$ cat config.mk
export PLATFORM = sky130hd
export DESIGN_NAME = regfile_writeback
export DESIGN_NICKNAME = d
export VERILOG_FILES = /design/src/rtl/wb_pkg.sv /design/src/rtl/rr_arb2.sv /design/src/rtl/regfile_writeback.sv
export SDC_FILE = /design/constraint.sdc
export NUM_CORES = 1
export LEC_CHECK = 0
export ABC_CLOCK_PERIOD_IN_PS = 2620
export CAP_MARGIN = 20
export CELL_PAD_IN_SITES_DETAIL_PLACEMENT = 1
export CELL_PAD_IN_SITES_GLOBAL_PLACEMENT = 2
export CORE_MARGIN = 4
export CORE_UTILIZATION = 21
export DETAILED_ROUTE_END_ITERATION = 8
export PLACE_DENSITY_LB_ADDON = 0.1
export SLEW_MARGIN = 20
export SYNTH_ARGS = -nofsm -noshare
export SYNTH_HDL_FRONTEND = slang
export SYNTH_SLANG_ARGS = --single-unit
$ cat constraint.sdc
create_clock -name clk -period 2.62 [get_ports clk]
set_input_delay 0.524 -clock clk [delete_from_list [all_inputs] [get_ports clk]]
set_output_delay 0.524 -clock clk [all_outputs]
set_load 0.03 [all_outputs]
$ cat src/rtl/wb_pkg.sv
// Shared types and constants for the register-file write-back path.
package wb_pkg;

  localparam int XLEN       = 64;
  localparam int REG_ADDR_W = 5;
  localparam int NREGS      = 32;

  typedef struct packed {
    logic [REG_ADDR_W-1:0] rd;
    logic [XLEN-1:0]       data;
  } wb_req_t;

  typedef enum logic {
    WB_SRC_EX  = 1'b0,
    WB_SRC_MEM = 1'b1
  } wb_src_e;

endpackage

$ cat src/rtl/rr_arb2.sv
// Two-requester round-robin arbiter; the pointer remembers who was granted last.
module rr_arb2
  import wb_pkg::*;
(
  input  logic       clk,
  input  logic       rst,
  input  logic [1:0] req,
  input  logic       advance,
  output logic [1:0] gnt
);

  wb_src_e r_last;

  // Last-granted pointer; reset value lets mem win the first conflict.
  always_ff @(posedge clk) begin
    if (!rst) begin
      r_last <= WB_SRC_EX;
    end else if (advance) begin
      r_last <= gnt[WB_SRC_MEM] ? WB_SRC_MEM : WB_SRC_EX;
    end else begin
      r_last <= r_last;
    end
  end

  // Grant selection; nothing is granted while reset is held.
  always_comb begin
    gnt = 2'b00;
    if (!rst) begin
      gnt = 2'b00;
    end else if (req == 2'b11) begin
      gnt = (r_last == WB_SRC_EX) ? 2'b10 : 2'b01;
    end else begin
      gnt = req;
    end
  end

endmodule

$ cat src/rtl/regfile_writeback.sv
// Write-back arbiter, registered write port and pending-write scoreboard.
// Optional same-cycle forwarding from the write port: define REGFILE_WB_FWD_EN.
module regfile_writeback
  import wb_pkg::*;
(
  input  logic                  clk,
  input  logic                  rst,
  input  logic                  iss_valid,
  input  logic [REG_ADDR_W-1:0] iss_rd,
  output logic [NREGS-1:0]      busy,
  input  logic                  ex_valid,
  output logic                  ex_ready,
  input  logic [REG_ADDR_W-1:0] ex_rd,
  input  logic [XLEN-1:0]       ex_data,
  input  logic                  mem_valid,
  output logic                  mem_ready,
  input  logic [REG_ADDR_W-1:0] mem_rd,
  input  logic [XLEN-1:0]       mem_data,
  output logic                  we,
  output logic [REG_ADDR_W-1:0] wr_addr,
  output logic [XLEN-1:0]       wr_data,
  input  logic [REG_ADDR_W-1:0] rs1_addr,
  input  logic [REG_ADDR_W-1:0] rs2_addr,
  output logic                  fwd_hit_0,
  output logic                  fwd_hit_1,
  output logic [XLEN-1:0]       fwd_data_0,
  output logic [XLEN-1:0]       fwd_data_1
);

  logic [1:0]            w_req;
  logic [1:0]            w_gnt;
  logic                  w_adv;
  wb_req_t               w_sel;
  logic [NREGS-1:0]      w_busy_nxt;
  logic                  r_we;
  logic [REG_ADDR_W-1:0] r_wr_addr;
  logic [XLEN-1:0]       r_wr_data;
  logic [NREGS-1:0]      r_busy;

  assign w_req = {mem_valid, ex_valid};

  rr_arb2 u_arb (
    .clk     (clk),
    .rst     (rst),
    .req     (w_req),
    .advance (w_adv),
    .gnt     (w_gnt)
  );

  assign w_adv     = |w_gnt;
  assign ex_ready  = w_gnt[WB_SRC_EX];
  assign mem_ready = w_gnt[WB_SRC_MEM];

  // Mux the granted request onto the write path.
  always_comb begin
    w_sel = '0;
    if (w_gnt[WB_SRC_MEM]) begin
      w_sel.rd   = mem_rd;
      w_sel.data = mem_data;
    end else begin
      w_sel.rd   = ex_rd;
      w_sel.data = ex_data;
    end
  end

  // Scoreboard next state: clear on granted write, then set on issue so set wins.
  always_comb begin
    w_busy_nxt = r_busy;
    if (w_adv) begin
      w_busy_nxt[w_sel.rd] = 1'b0;
    end else begin
      w_busy_nxt = r_busy;
    end
    if (iss_valid && (iss_rd != 5'd0)) begin
      w_busy_nxt[iss_rd] = 1'b1;
    end else begin
      w_busy_nxt[0] = 1'b0;
    end
    w_busy_nxt[0] = 1'b0;
  end

  // Registered write port and scoreboard; x0 writes complete but never assert we.
  always_ff @(posedge clk) begin
    if (!rst) begin
      r_we      <= 1'b0;
      r_wr_addr <= '0;
      r_wr_data <= '0;
      r_busy    <= '0;
    end else begin
      r_we   <= w_adv && (w_sel.rd != 5'd0);
      r_busy <= w_busy_nxt;
      if (w_adv && (w_sel.rd != 5'd0)) begin
        r_wr_addr <= w_sel.rd;
        r_wr_data <= w_sel.data;
      end else begin
        r_wr_addr <= r_wr_addr;
        r_wr_data <= r_wr_data;
      end
    end
  end

  assign we      = r_we;
  assign wr_addr = r_wr_addr;
  assign wr_data = r_wr_data;
  assign busy    = r_busy;

`ifdef REGFILE_WB_FWD_EN
  // Bypass the value currently on the write port to same-cycle readers.
  always_comb begin
    fwd_hit_0  = 1'b0;
    fwd_hit_1  = 1'b0;
    fwd_data_0 = '0;
    fwd_data_1 = '0;
    if (r_we && (r_wr_addr != 5'd0) && (r_wr_addr == rs1_addr)) begin
      fwd_hit_0  = 1'b1;
      fwd_data_0 = r_wr_data;
    end else begin
      fwd_hit_0  = 1'b0;
    end
    if (r_we && (r_wr_addr != 5'd0) && (r_wr_addr == rs2_addr)) begin
      fwd_hit_1  = 1'b1;
      fwd_data_1 = r_wr_data;
    end else begin
      fwd_hit_1  = 1'b0;
    end
  end
`else
  logic w_unused_rs;
  assign w_unused_rs = ^{rs1_addr, rs2_addr};
  assign fwd_hit_0   = 1'b0;
  assign fwd_hit_1   = 1'b0;
  assign fwd_data_0  = '0;
  assign fwd_data_1  = '0;
`endif

endmodule

; ---- After elaboration in Yosys (flattened, before gate mapping)
; Index checks and enable logic that the tools add are counted.
[op_classes]
n_lt_le_gt_ge = 4
reduce_logical = 7
mux = 11
n_bitwise = 3
eq_ne = 1
[op_table]
columns = operator, n
row1 = 69-bit 2-to-1 mux, 1
row2 = 32-bit bitwise AND, 1
row3 = 32-bit 2-to-1 mux, 1
row4 = 32-bit inverter, 1
row5 = 32-bit bitwise OR, 1
row6 = 31-bit 2-to-1 mux, 1
row7 = 5-bit by 6-bit < comparator with 1-bit output (second input constant), 2
row8 = 1-bit demux with 5-bit select, 2
row9 = 5-bit by 1-bit greater-or-equal comparator with 1-bit output (second input constant), 2
row10 = 5-bit nonzero test, 2
row11 = 2-bit 2-to-1 mux, 3
row12 = 1-bit logical AND, 4
row13 = 1-bit 2-to-1 mux, 3
row14 = 2-bit == test (second input constant), 1
row15 = 2-bit OR reduction, 1
[totals]
out_inout_bits = 234
ff_bits = 103
in_bits = 158
word_cells = 32

; ---- Longest topological paths before layout
[logic_depth]
depth_word = 13
ltp_mapped = 7

; ---- Cells and area by module
; Synthesis repeated with hierarchy kept, for this count alone.
[unflattened]
cells_unflattened = 548
area_unflattened_um2 = 5560.3
[by_module_without_submodules]
columns = mod, area_each_um2, seq_area_each_um2, cells_per_inst, n_inst
row1 = regfile_writeback, 5499.0, 2021.9, 540, 1
row2 = rr_arb2, 61.3, 20.0, 8, 1

; ---- Worst setup path before layout
; No wires, ideal clock.
[synth_path]
path_kind = input to register
startpoint = input mem_valid
endpoint = register r_wr_addr[4] (netlist: wr_addr[4])
t_required_ns = 2.548
path_buffers = 2
slack_ns = 0.591
cell_stages = 6
arrival_ns = 1.957
setup_ns = 0.072
path_cell_list = a21boi_4 -> a21oi_1 -> a22o_1 -> buf_2 -> buf_4 -> mux2i_1
[synth_lines]
columns = item, line_no
row1 = from (decl), regfile_writeback.sv:15  ; input logic mem_valid,
row2 = 2-bit == test, rr_arb2.sv:30  ; end else if (req == 2'b11) begin
row3 = 2-bit 2-to-1 mux, rr_arb2.sv:30
row4 = 2-bit 2-to-1 mux, rr_arb2.sv:28  ; if (!rst) begin
row5 = named net ex_ready, regfile_writeback.sv:12  ; output logic ex_ready,
row6 = 2-bit OR reduction, regfile_writeback.sv:50  ; assign w_adv = |w_gnt;
row7 = 1-bit logical AND, regfile_writeback.sv:92  ; if (w_adv && (w_sel.rd != 5'd0)) begin
row8 = to (signal assigned), regfile_writeback.sv:93  ; r_wr_addr <= w_sel.rd;
row9 = to (signal assigned), regfile_writeback.sv:96  ; r_wr_addr <= r_wr_addr;
row10 = to (decl), regfile_writeback.sv:36  ; logic [REG_ADDR_W-1:0] r_wr_addr;
; The timed path passes the listed nets, and every way through them passes these cells.
; A chain may end at the register's enable or synchronous reset.

; ---- Final worst setup path
[layout_path]
startpoint = input mem_valid
endpoint = output ex_ready
[layout_between]
elab_chain_cells = 3
[layout_rtl]
columns = item, line_no
row1 = 2-bit == test, rr_arb2.sv:30
row2 = 2-bit 2-to-1 mux, rr_arb2.sv:30
row3 = 2-bit 2-to-1 mux, rr_arb2.sv:28
row4 = to (decl), regfile_writeback.sv:12
; Every way passes these cells.

==> results_dict.tcl <==
set metrics [dict create \
    outcome "finished, final reports clean" \
    cts.htree.levels 3 \
    wl_met2_um 11800 \
    setup_viol 0 \
    ioPinCount 392 \
    yosys.area.top_type "dfxtp_1" \
    pre_cts_ws_ns -0.0101 \
    clock-skew-final_ns 0.0108 \
    drive_above_1_share 0.0563 \
    ys_seq_elements 102 \
    die_area_um2 31100 \
    critPathCaptureType "output port" \
    ys.flop_type "dfxtp_1" \
    dp_cells 1285 \
    worstMarginPinSlew_ns 0.835 \
    rrSetupSlack_ns 0.77 \
    die_x_um 176 \
    wl_per_cell_um 18.2 \
    criticalPathCategory "primary input to output port" \
    critical-path-slowest-cell "clkdlybuf4s50_1" \
    io_buffers 250 \
    hold_viol 0 \
    core-area_um2 27900 \
    syn_inst 671 \
    finalInstanceArea_um2 8790 \
    slew_violations 0 \
    clockBufferDepth 2 \
    setup_slack_ns 0.187 \
    hold_path_class "register to register" \
    route.vias.total 5385 \
    grt_usage 0.143 \
    r2r-end "busy[5]$_SDFF_PN0_" \
    yosys-top-cells-area "dfxtp_1 (34%), mux2i_1 (22%), buf_4 (18%)" \
    crit_chain "clkdlybuf4s50_1 > a21boi_4 > a21oi_1 > buf_4 > buf_12" \
    crit_buf_inv 3 \
    grt_remaining_overflow 0 \
    rr_worst_depth 4 \
    startpoint "mem_valid" \
    critPathTopFamily "buffers and inverters" \
    dieHeight_um 176 \
    grt_setup_unrepaired "false" \
    crit_fanout 9 \
    ctsHoldBuffers 0 \
    viasPerCell 4.14 \
    critPathMaxStageDelay_ns 0.55 \
    grt_pass1_vias 5682 \
    cts.repair.resized 0 \
    synth_cell_type_count 41 \
    top_layer "met4" \
    hold-worst-slack_ns 0.457 \
    place_hpwl_um 19000 \
    fin_crit_ns 2.43 \
    placed_area_um2 8510 \
    synth_edf_count 0 \
    final_net_count 1076 \
    r2r_start "u_arb.r_last$_SDFFE_PN0N_" \
    area_growth_pct 47.5 \
    min-delay-start "wr_data[62]$_SDFFE_PN0P_" \
    crit_required_ns 2.10 \
    cts_tree "yes" \
    instances_no_fill 1302 \
    syn-cell-area_um2 5960 \
    final_common_cell "clkdlybuf4s50_1" \
    fin_crit_sh 0.929 \
    cellLeakagePower_uw 0.00382 \
    dr_wl_met3_um 1590 \
    cts_buffers 9 \
    holdPathEnd "wr_data[62]$_SDFFE_PN0P_" \
    num_rows 61 \
    max_freq_mhz 411 \
    drt_iter0_drc 176 \
    initial_utilization 0.214 \
    antenna_found_initial 1 \
    ys_seq_area_frac 0.343 \
    place.gp.congestion 0.770 \
    max-vdd-ir-drop_mv 0.260 \
    drtAntennaViolNets 0 \
    total_power_uw 4870 \
    powerDensity_nw_per_um2 553 \
    insertion_delay_ns 0.36 \
    final_cell_mix "clkdlybuf4s50_1 (247), mux2i_1 (132), conb_1 (131)" \
    wirelength_um 23700 \
    max_slew_margin 0.439 \
    clkTransAtPathRegs_ns 0.08 \
    root_buffer "clkbuf_16" \
    grt_max_degree 62 \
    dr.pass1.iters 4 \
    drc 0 \
    maxCapViolCount 0 \
    synth_warnings 0 \
    syn_avg_cell_area_um2 8.88 \
    postCtsSetupBuffers 0 \
    arrival_ns 1.91 \
    async_flop_share 0 \
    clock_sinks 102 \
    hold_path_depth 2 \
    start_kind "primary input" \
    grt_pass1_wl_um 34800 \
    drt-met1-wl_um 9960 \
    yosys.area.top_type_share 0.343 \
]
## Yosys cell counts (all sizes together) (2+ instances only)
master / count
buf: 154
mux2i: 132
nand2: 130
dfxtp: 102
o21ai: 20
nand4: 19
clkbuf: 16
a221oi: 14
nand3: 12
o211ai: 10
o311ai: 8
nor2: 7
nor3b: 6
a21oi: 4
nor3: 4
and3: 3
inv: 3
nand4b: 3
nor2b: 3
a211o: 2
a21boi: 2
nand2b: 2
o2111ai: 2
o22ai: 2
## logic make-up (layout without fill, tap and decap cells)
| logic type | after synthesis | in the layout | share of synthesized area |
|---|---|---|---|
| AO/OA/AOI/OAI | 71 | 71 | 0.0896 |
| flip-flops | 102 | 102 | 0.343 |
| multiplexers | 132 | 132 | 0.222 |
| AND/OR/NAND/NOR | 192 | 192 | 0.145 |
| other | 1 | 132 | 0.000629 |
| buffers and inverters | 173 | 295 | 0.201 |
## state kept, by name (all words and copies together) (netlist names)
signal / cells
busy: 31
wr_data: 64
we: 1
wr_addr: 5
u_arb.r_last: 1
## report_power, final
part | total, uW | internal [uW] | switching [uW]
clock | 1330 | 658 | 670
combinational | 1720 | 687 | 1040
sequential | 1810 | 1720 | 94.8
total | 4870 | 3060 | 1800
## area by class of cell
class / count / area (um^2)
clock inverter: 7 / 57.6
timing repair buffer: 276 / 2750
clock buffer: 9 / 225
multi-input combinational: 526 / 3230
tap: 378 / 473
fill: 3249 / 19100
antenna: 1 / 2.50
inverter: 3 / 11.3
sequential: 102 / 2040
## worst max-delay path by stage
stage	end	cells past startpoint
6_report	ex_ready	5
5_1_grt	ex_ready	5
4_1_cts	ex_ready	5
3_5_place_dp	busy[9]$_SDFF_PN0_	6
3_3_place_gp	busy[9]$_SDFF_PN0_	6
2_1_floorplan	wr_addr[4]$_SDFFE_PN0P_	6
## worst reg2reg max path, cell delays in order, from the launching register on
cell      delay [ns]
dfxtp_1         0.36
a21bo_2         0.28
o21ai_1         0.67
a221oi_1        0.28
o21ai_0         0.19
## routing by layer
| layer | vias to the layer above | GRT usage |
|---|---|---|
| met5 | - | 0 |
| met4 | 0 | 0.0387 |
| met3 | 18 | 0.0368 |
| met2 | 216 | 0.248 |
| met1 | 2575 | 0.175 |
| li1 | 2576 | - |
## stage by stage
| step | TNS [ns] | util |
|---|---|---|
| after floorplan | 0 | - |
| after global placement | 0 | 0.305 |
| after detailed placement | -0.0101 | 0.305 |
| after CTS | 0 | 0.315 |
| after global routing | 0 | 0.316 |
| final | 0 | 0.316 |
No activity file was read; power rests on OpenSTA's default activity.
